[config.mk]
export PLATFORM = sky130hd
export DESIGN_NAME = dmem_arbiter
export DESIGN_NICKNAME = d
export VERILOG_FILES = /design/src/rtl/dmem_arb_pkg.sv /design/src/rtl/dmem_lane_align.sv /design/src/rtl/dmem_arbiter.sv
export SDC_FILE = /design/constraint.sdc
export NUM_CORES = 1
export LEC_CHECK = 0
export BUFFER_PORTS_ARGS = -buffer_cell sky130_fd_sc_hd__clkbuf_2
export CAP_MARGIN = 20
export CORE_MARGIN = 5
export CORE_UTILIZATION = 41
export CTS_BUF_LIST = sky130_fd_sc_hd__clkbuf_16
export DETAILED_ROUTE_END_ITERATION = 8
export PLACE_DENSITY = 0.78
export SYNTH_ARGS = -nofsm -noshare
export SYNTH_HDL_FRONTEND = slang
export SYNTH_SLANG_ARGS = --single-unit
[constraint.sdc]
create_clock -name clk -period 3.81 [get_ports clk]
set_input_delay 0 -clock clk [delete_from_list [all_inputs] [get_ports clk]]
set_output_delay 0 -clock clk [all_outputs]
set_load 0.01 [all_outputs]
[src/rtl/dmem_arb_pkg.sv]
`default_nettype none
// +----------------------------------------------------------------------+
// | Module  : dmem_arb_pkg                                               |
// | Brief   : Shared encodings and helpers for the data-memory arbiter.  |
// | Revision: 1.0 - initial release                                      |
// +----------------------------------------------------------------------+
package dmem_arb_pkg;

  // Access size encodings carried on req_size (3 is reserved and behaves as word).
  localparam logic [1:0] SZ_BYTE = 2'd0;
  localparam logic [1:0] SZ_HALF = 2'd1;
  localparam logic [1:0] SZ_WORD = 2'd2;

  // Requester indices.
  localparam logic PORT_LSU = 1'b0;
  localparam logic PORT_DMA = 1'b1;

  typedef enum logic [1:0] {
    ST_IDLE = 2'd0,
    ST_RD   = 2'd1,
    ST_WR   = 2'd2,
    ST_RESP = 2'd3
  } state_t;

  // Byte and half accesses are narrower than the memory word.
  function automatic logic is_subword(input logic [1:0] size);
    return (size == SZ_BYTE) || (size == SZ_HALF);
  endfunction

  // A half must sit on an even address, a word on a multiple of four.
  function automatic logic is_misaligned(input logic [1:0] size, input logic [1:0] lo);
    if (size == SZ_BYTE) return 1'b0;
    if (size == SZ_HALF) return lo[0];
    return lo != 2'b00;
  endfunction

endpackage
`default_nettype wire

[src/rtl/dmem_lane_align.sv]
`default_nettype none
// +----------------------------------------------------------------------+
// | Module  : dmem_lane_align                                            |
// | Brief   : Combinational byte-lane steering: store merge into a read  |
// |           word and load lane extraction with sign/zero extension.    |
// | Revision: 1.0 - initial release                                      |
// +----------------------------------------------------------------------+
module dmem_lane_align
  import dmem_arb_pkg::*;
(
  input  logic [31:0] rd_q,
  input  logic [31:0] wdata,
  input  logic [1:0]  size,
  input  logic [1:0]  lo,
  input  logic        is_unsigned,
  output logic [31:0] merged,
  output logic [31:0] load_data
);

  logic [7:0]  w_byte;
  logic [15:0] w_half;

  // Byte lane picked by both low address bits, half lane by bit 1 only.
  assign w_byte = rd_q[{lo, 3'b000} +: 8];
  assign w_half = rd_q[{lo[1], 4'b0000} +: 16];

  // Replace the addressed lane(s) of the old word with the right-aligned store data.
  always_comb begin
    merged = wdata;
    case (size)
      SZ_BYTE: begin
        merged = rd_q;
        merged[{lo, 3'b000} +: 8] = wdata[7:0];
      end
      SZ_HALF: begin
        merged = rd_q;
        merged[{lo[1], 4'b0000} +: 16] = wdata[15:0];
      end
      default: merged = wdata;
    endcase
  end

  // Right-align the addressed lane and extend it to a full word.
  always_comb begin
    load_data = rd_q;
    case (size)
      SZ_BYTE: load_data = is_unsigned ? {24'd0, w_byte} : {{24{w_byte[7]}}, w_byte};
      SZ_HALF: load_data = is_unsigned ? {16'd0, w_half} : {{16{w_half[15]}}, w_half};
      default: load_data = rd_q;
    endcase
  end

endmodule
`default_nettype wire

[src/rtl/dmem_arbiter.sv]
`default_nettype none
// +----------------------------------------------------------------------+
// | Module  : dmem_arbiter                                               |
// | Brief   : Round-robin arbiter sharing a word-only single-port data   |
// |           memory between the LSU (port 0) and DMA/debug (port 1),    |
// |           adding sub-word loads and read-modify-write stores.        |
// | Options : DMEM_ARB_MISALIGN_CHK_EN - misaligned half/word accesses   |
// |           skip memory and complete with rsp_err=1.                   |
// | Revision: 1.0 - initial release                                      |
// +----------------------------------------------------------------------+
module dmem_arbiter
  import dmem_arb_pkg::*;
#(
  parameter int ADDR_W = 32,
  parameter int DATA_W = 32
) (
  input  logic                clk,
  input  logic                reset,
  input  logic [1:0]          req_valid,
  output logic [1:0]          req_ready,
  input  logic [1:0]          req_we,
  input  logic [3:0]          req_size,
  input  logic [1:0]          req_unsigned,
  input  logic [2*ADDR_W-1:0] req_addr,
  input  logic [2*DATA_W-1:0] req_wdata,
  output logic [1:0]          rsp_valid,
  output logic [DATA_W-1:0]   rsp_rdata,
  output logic                rsp_err,
  output logic                mem_re,
  output logic                mem_we,
  output logic [ADDR_W-1:0]   mem_addr,
  output logic [DATA_W-1:0]   mem_wdata,
  input  logic [DATA_W-1:0]   mem_rdata
);

  state_t              r_state;
  logic                r_rr_last;
  logic                r_port;
  logic                r_we;
  logic                r_uns;
  logic [1:0]          r_size;
  logic [ADDR_W-1:0]   r_addr;
  logic [DATA_W-1:0]   r_wdata;
  logic [DATA_W-1:0]   r_rd_q;
  logic [1:0]          r_rsp_valid;

  logic                w_gnt;
  logic                w_fire;
  logic                w_we;
  logic                w_uns;
  logic [1:0]          w_size;
  logic [ADDR_W-1:0]   w_addr;
  logic [DATA_W-1:0]   w_wdata;
  logic                w_misalign;
  logic                w_rsp_err;
  logic [1:0]          w_port_oh;
  logic                w_in_resp;
  logic                w_mem_phase;
  logic [DATA_W-1:0]   w_merged;
  logic [DATA_W-1:0]   w_load_data;

  // Pick the winner: a lone requester wins outright, contention goes to the port not served last.
  always_comb begin
    w_gnt = PORT_LSU;
    if (req_valid == 2'b11) w_gnt = ~r_rr_last;
    else if (req_valid[1])  w_gnt = PORT_DMA;
  end

  assign w_fire    = !reset && (r_state == ST_IDLE) && (req_valid != 2'b00);
  assign req_ready = w_fire ? (w_gnt ? 2'b10 : 2'b01) : 2'b00;

  assign w_we    = w_gnt ? req_we[1]                    : req_we[0];
  assign w_uns   = w_gnt ? req_unsigned[1]              : req_unsigned[0];
  assign w_size  = w_gnt ? req_size[3:2]                : req_size[1:0];
  assign w_addr  = w_gnt ? req_addr[2*ADDR_W-1:ADDR_W]  : req_addr[ADDR_W-1:0];
  assign w_wdata = w_gnt ? req_wdata[2*DATA_W-1:DATA_W] : req_wdata[DATA_W-1:0];

  assign w_port_oh = r_port ? 2'b10 : 2'b01;

  // Main sequencer: latch the granted request, run read and/or write, then pulse the response.
  always_ff @(posedge clk) begin
    if (reset) begin
      r_state     <= ST_IDLE;
      r_rr_last   <= PORT_DMA;
      r_port      <= PORT_LSU;
      r_we        <= 1'b0;
      r_uns       <= 1'b0;
      r_size      <= SZ_BYTE;
      r_addr      <= '0;
      r_wdata     <= '0;
      r_rd_q      <= '0;
      r_rsp_valid <= 2'b00;
    end else begin
      r_rsp_valid <= 2'b00;
      case (r_state)
        ST_IDLE: begin
          if (w_fire) begin
            r_port    <= w_gnt;
            r_rr_last <= w_gnt;
            r_we      <= w_we;
            r_uns     <= w_uns;
            r_size    <= w_size;
            r_addr    <= w_addr;
            r_wdata   <= w_wdata;
            if (w_misalign) begin
              r_state     <= ST_RESP;
              r_rsp_valid <= req_ready;
            end else if (!w_we || is_subword(w_size)) begin
              r_state <= ST_RD;
            end else begin
              r_state <= ST_WR;
            end
          end
        end
        ST_RD: begin
          r_rd_q <= mem_rdata;
          if (r_we) begin
            r_state <= ST_WR;
          end else begin
            r_state     <= ST_RESP;
            r_rsp_valid <= w_port_oh;
          end
        end
        ST_WR: begin
          r_state     <= ST_RESP;
          r_rsp_valid <= w_port_oh;
        end
        default: r_state <= ST_IDLE;
      endcase
    end
  end

`ifdef DMEM_ARB_MISALIGN_CHK_EN
  logic r_rsp_err;

  assign w_misalign = is_misaligned(w_size, w_addr[1:0]);

  // Error flag raised on a misaligned accept and dropped once its response slot ends.
  always_ff @(posedge clk) begin
    if (reset)                     r_rsp_err <= 1'b0;
    else if (w_fire)               r_rsp_err <= w_misalign;
    else if (r_state == ST_RESP)   r_rsp_err <= 1'b0;
  end

  assign w_rsp_err = r_rsp_err;
`else
  assign w_misalign = 1'b0;
  assign w_rsp_err  = 1'b0;
`endif

  dmem_lane_align u_lane_align (
    .rd_q        (r_rd_q),
    .wdata       (r_wdata),
    .size        (r_size),
    .lo          (r_addr[1:0]),
    .is_unsigned (r_uns),
    .merged      (w_merged),
    .load_data   (w_load_data)
  );

  assign w_in_resp   = !reset && (r_state == ST_RESP);
  assign w_mem_phase = (r_state == ST_RD) || (r_state == ST_WR);

  // Memory strobes are gated by reset so an abandoned access never reaches the array.
  assign mem_re    = !reset && (r_state == ST_RD);
  assign mem_we    = !reset && (r_state == ST_WR);
  assign mem_addr  = w_mem_phase ? {r_addr[ADDR_W-1:2], 2'b00} : '0;
  assign mem_wdata = (r_state == ST_WR) ? w_merged : '0;

  assign rsp_valid = reset ? 2'b00 : r_rsp_valid;
  assign rsp_err   = w_in_resp && w_rsp_err;
  assign rsp_rdata = (w_in_resp && !r_we && !w_rsp_err) ? w_load_data : '0;

endmodule
`default_nettype wire

# Yosys cells after proc, flatten, opt, wreduce, memory -nomap -nowiden
# Cells that the tools add are included.
# Widths: inputs -> output; s select.
word_totals:
  inputBits: 172
  ff_bits: 106
classes:
  n_eq_ne: 7
  n_reduce_logical: 17
  addsub: 2
  shifts: 6
  bitwise: 1
  muxes: 26
op_table:
  columns: ["op", "count"]
  rows:
  - ["$mux 32", 7]
  - ["$pmux 32 s2", 2]
  - ["$bwmux 32", 2]
  - ["$shift 16x7->32 const A", 1]
  - ["$shift 8x7->32 const A", 1]
  - ["$shiftx 16x7->32", 1]
  - ["$shiftx 32x6->16", 1]
  - ["$shiftx 32x6->8", 1]
  - ["$shiftx 8x7->32", 1]
  - ["$mux 2", 8]
  - ["$neg 5->7", 2]
  - ["$eq 2x1->1 const B", 3]
  - ["$eq 2x2->1 const B", 3]
  - ["$logic_and 1x1->1", 6]
  - ["$logic_not 2->1", 3]
  - ["$pmux 2 s3", 1]
  - ["$mux 1", 5]
  - ["$pmux 2 s2", 1]
  - ["$logic_not 1->1", 3]
  - ["$logic_or 1x1->1", 3]
  - ["$ne 2x2->1 const B", 1]
  - ["$reduce_and 2->1", 1]
  - ["$reduce_bool 2->1", 1]
  - ["$not 1->1", 1]

# Longest topological paths before layout
depth:
  ltp_word: 9
  mapped_depth: 8

# By module
# Synthesis repeated with hierarchy kept, for this count alone.
hier_totals:
  cells_unflattened: 810
  area_unflattened_um2: 7239.4
by_module_without_submodules:
  columns: ["mod", "n_inst", "cells_each", "area_per_inst_um2"]
  rows:
  - ["dmem_arbiter", 1, 557, 5477.8]
  - ["dmem_lane_align", 1, 253, 1761.7]

# Least setup slack after synthesis
# Ideal clock, no wire load.
synth_path:
  path_kind: "reg-to-output"
  start: "register r_addr[0]"
  end: "output port mem_wdata[17]"
  arrival_ps: 1659
  path_stages_with_launch: 9
  required_ps: 3810
  slack_ps: 2151
  n_path_buf: 2
  path_cell_list: "dfxtp_1 > buf_6 > inv_1 > ha_1 > nor3_1 > and4_1 > buf_2 > a22oi_1 > a21boi_0"
synth_via:
  elab_chain_len: 5
synth_lines:
  columns: ["item", "line_no", "text"]
  rows:
  - ["from (decl)", "dmem_arbiter.sv:42", "logic [ADDR_W-1:0] r_addr;"]
  - ["from (signal assigned)", "dmem_arbiter.sv:103", "r_addr <= w_addr;"]
  - ["$neg 5->7 *", "dmem_lane_align.sv:33", "merged[{lo, 3'b000} +: 8] = wdata[7:0];"]
  - ["$shiftx 8x7->32 or $shift 8x7->32 (tied branches)", "dmem_lane_align.sv:33", null]
  - ["$bwmux 32 *", "dmem_lane_align.sv:33", null]
  - ["$pmux 32 s2 *", "dmem_lane_align.sv:30", "case (size)"]
  - ["$mux 32 *", "dmem_arbiter.sv:168", "assign mem_wdata = (r_state == ST_WR) ? w_merged : '0;"]
  - ["to (decl)", "dmem_arbiter.sv:32", "output logic [DATA_W-1:0] mem_wdata,"]
# Mark *: on every way between the ends. The rest lies on a longest branch, timed or not.

# Worst setup path after layout
layout_path:
  start: "register r_addr[1]"
  end: "output port mem_wdata[30]"
layout_via:
  elab_chain_len: 5
layout_lines:
  columns: ["item", "line_no", "text"]
  rows:
  - ["$neg 5->7, on equally long branches", "dmem_lane_align.sv:37, dmem_lane_align.sv:33", null]
  - ["$shiftx 16x7->32, or another cell as far along", "dmem_lane_align.sv:37", "merged[{lo[1], 4'b0000} +: 16] = wdata[15:0];"]
  - ["$bwmux 32, on equally long branches", "dmem_lane_align.sv:37, dmem_lane_align.sv:33", null]
  - ["$pmux 32 s2 *", "dmem_lane_align.sv:30", null]
  - ["$mux 32 *", "dmem_arbiter.sv:168", null]
# Marked as above.

==> flow_summary.ini <==
[grt]
grt_pass1_wl_um = 44100
grt_max_degree = 93
grtUsageTotal_pct = 30.3
antenna_found_initial = 0
grt-ovfl-total = 0
grt_pass1_vias = 8240

[clocking]
clk_pin_slew_ns = 0.08
clock_latency_ns = 0.37
postCtsSetupRepairBufs = 0
clock-sinks = 106
cts_made_buffers = 9
clk_path_buf_depth = 2
cts_tree = done
cts-root-buf = clkbuf_16
htree_levels = 3

[worst_setup_path]
critPathLaunchType = register
critPathMaxStageDelay_ns = 0.96
path_cells = inv_2, ha_1, nor3_1, and4b_1, nand2_1, a21boi_0, clkbuf_2
cp_num_cells = 7
crit_arrival_ns = 3.20
end_kind = output pin
critical_path_class = register to output pin
reg2reg_to = r_addr[14]$_SDFFE_PP0P_
timing.rr.start = r_state[0]$_SDFFE_PP0P_
endpoint = mem_wdata[30]
rr_worst_depth = 8
critPathRequiredTime_ns = 3.81
critPathSlowestCell = dfxtp_2
path_delay_family = flip-flops
r2r_setup_slack_ns = 0.76
critical_path.startpoint = r_addr[1]$_SDFFE_PP0P_
path_buf_inv = 2
cp_max_fo = 49

[logic_synthesis]
yosys-top-cells-count = 164 x nand2_1, 127 x nor2_1, 106 x dfxtp_1
synth_top_cell_by_area = dfxtp_1
synth_cells = 861
yosys_warnings = 0
synth-simple-area-share_pct = 23.7
synthesis.area_sq_um = 6620
synth_fa_ha_area_share_pct = 1.70
muxShareOfSynthArea_pct = 9.70
synth_flop_cell = dfxtp_1
synth_cell_types = 57
synth.area.top_cells = dfxtp_1 32%, nand2_1 9.3%, a311oi_1 8.5%, nor2_1 7.2%, mux2i_1 6.8%
synth_edf_count = 0
ys_ff_latch = 106
async_flop_share_pct = 0
synth_compound_area_share_pct = 25.0
syn_area_per_cell_sq_um = 7.69
synth_seq_area_share_pct = 32.1
synthXorXnorAreaFrac_pct = 0
synth_top_area_share_pct = 32.1
yosysMostFrequentCell = nand2_1
synth_top_family_by_area = compound AO/OA/AOI/OAI gates

[detailed_routing]
vias_per_cell = 5.69
wl_um = 28900
ant_nets = 0
drt_iter0_drc = 654
drcViolationCount = 0
drt_pass1_iterations = 5
wl_per_cell_um = 19.7
vias = 8319

[timing]
finalCritPeriodShare_pct = 83.9
final_hold_viol_count = 0
period_needed_ns = 3.20
setup_violations = 0
rsz0062_at_grt = no
hold_ws_ns = 0.0591
setup_tns_ns = 0
worst_pin_slew_ns = 1.12
report.final.slew_viol_count = 0
skew_ns = 0.0129
max_slew_margin_pct = 25.6
fmax_mhz = 313

[cells_and_area]
diodes = 0
drive_gt1_share_pct = 25.4
nets = 1422
fill_cells = 1332
fin_area_sq_um = 9950
fin_util_pct = 62.6
area_growth_syn_to_layout_pct = 50.3

[place]
gp_congestion = 0.943
placed_area_sq_um = 7950
dp.final_hpwl_um = 18200
io_buffers = 271

[power_and_ir_drop]
p_total_mw = 5.23
power.leakage_nw = 4.37
ir_drop_mv = 0.359
power_density_nw_per_um2 = 526

[floorplanning]
num_rows = 46
start_util_pct = 41.7
ios = 275
die_h_um = 137
die_w_um = 137
dieArea_sq_um = 18800
core_sq_um = 15900

[worst_hold_path]
hp-class = primary input to register

[job]
cap_viol_max_count = 0

[status]
outcome = finished clean
[layout make-up]
class	instances	area, sq um	share of cell area, %
Timing Repair Buffer	447	3130	31.5
Multi-Input combinational cell	645	4010	40.3
Tap cell	216	270	2.72
Inverter	32	120	1.21
Clock buffer	9	225	2.26
Sequential cell	106	2120	21.3
Clock inverter	7	67.6	0.679
[report_power, final]
group	internal [mW]	total [mW]	switching, mW
Clock	0.462	0.949	0.487
Sequential	1.36	1.74	0.384
Combinational	1.17	2.54	1.37
Total	3.00	5.23	2.24
[worst reg2reg max path: cells and delay by family, from the launching register on]
| kind | cells | cell delay [ns] |
|---|---|---|
| buf+inv | 3 | 1.11 |
| simple gates | 3 | 0.93 |
| compound gates | 1 | 0.38 |
| flops | 1 | 0.35 |
| fa+ha+maj | 1 | 0.23 |
[metrics by stage]
stage          setup slack (ns)  std cells
2_1_floorplan              2.15        863
3_3_place_gp               1.18       1277
3_5_place_dp               1.10       1277
4_1_cts                   0.680       1461
5_1_grt                   0.448       1462
6_report                  0.614       1462
[registers in the layout (all words and copies together) (netlist names)]
signal	cells
r_port	1
r_uns	1
r_rd_q	32
r_rr_last	1
r_state	2
r_size	2
r_we	1
r_addr	32
r_rsp_valid	2
r_wdata	32
[per-layer routing]
metal | wire, um | part of all wire [%] | track usage [%] | vias to the layer above
met5 | 0 | 0 | 0 | -
met4 | 1490 | 5.2 | 14.5 | 0
met3 | 2940 | 10 | 6.95 | 123
met2 | 13700 | 48 | 51.0 | 544
met1 | 10700 | 37 | 36.5 | 3843
li1 | - | - | - | 3809
[worst min path at each step]
stage	start	endpoint	cells past startpoint
finish	reset	r_rd_q[27]$_SDFFE_PP0P_	2
global route	req_we[1]	r_state[0]$_SDFFE_PP0P_	4
CTS	reset	r_rd_q[27]$_SDFFE_PP0P_	2
detailed placement	mem_rdata[0]	r_rd_q[0]$_SDFFE_PP0P_	3
global placement	mem_rdata[27]	r_rd_q[27]$_SDFFE_PP0P_	3
floorplan	mem_rdata[17]	r_rd_q[17]$_SDFFE_PP0P_	2
[layout by cell type (no fill, tap or decap), drive strengths merged, types with 3 or more instances in the layout]
cell type,Yosys,routed
ha,9,9
mux4,7,7
a21boi,26,26
a21oi,23,23
conb,1,3
a2111oi,7,7
nor2b,9,9
and2,39,39
nand2,164,164
o22ai,8,8
dlygate4sd3,0,168
nor2,129,129
buf,45,9
nand3,3,3
a221oi,15,15
nand2b,4,4
a22oi,16,16
o2bb2ai,6,6
o221ai,7,7
dfxtp,106,106
clkbuf,35,279
a311oi,64,64
a31oi,6,6
o21ai,22,22
a32oi,5,5
mux2i,45,45
inv,32,36
[timing repair]
item,in CTS,in global routing
hold buffers,168,0
gates resized for setup,0,0
hold endpoints to repair,100,0
[cells by family (layout without fill, tap and decap cells)]
group / Yosys count / after routing
DFF: 106 / 106
and+or+nand+nor: 363 / 363
adders and majority gates: 9 / 9
other: 1 / 3
muxes: 54 / 54
buffers and inverters: 112 / 495
AOI/OAI and AO/OA: 216 / 216
(Power assumes the default switching activity.)
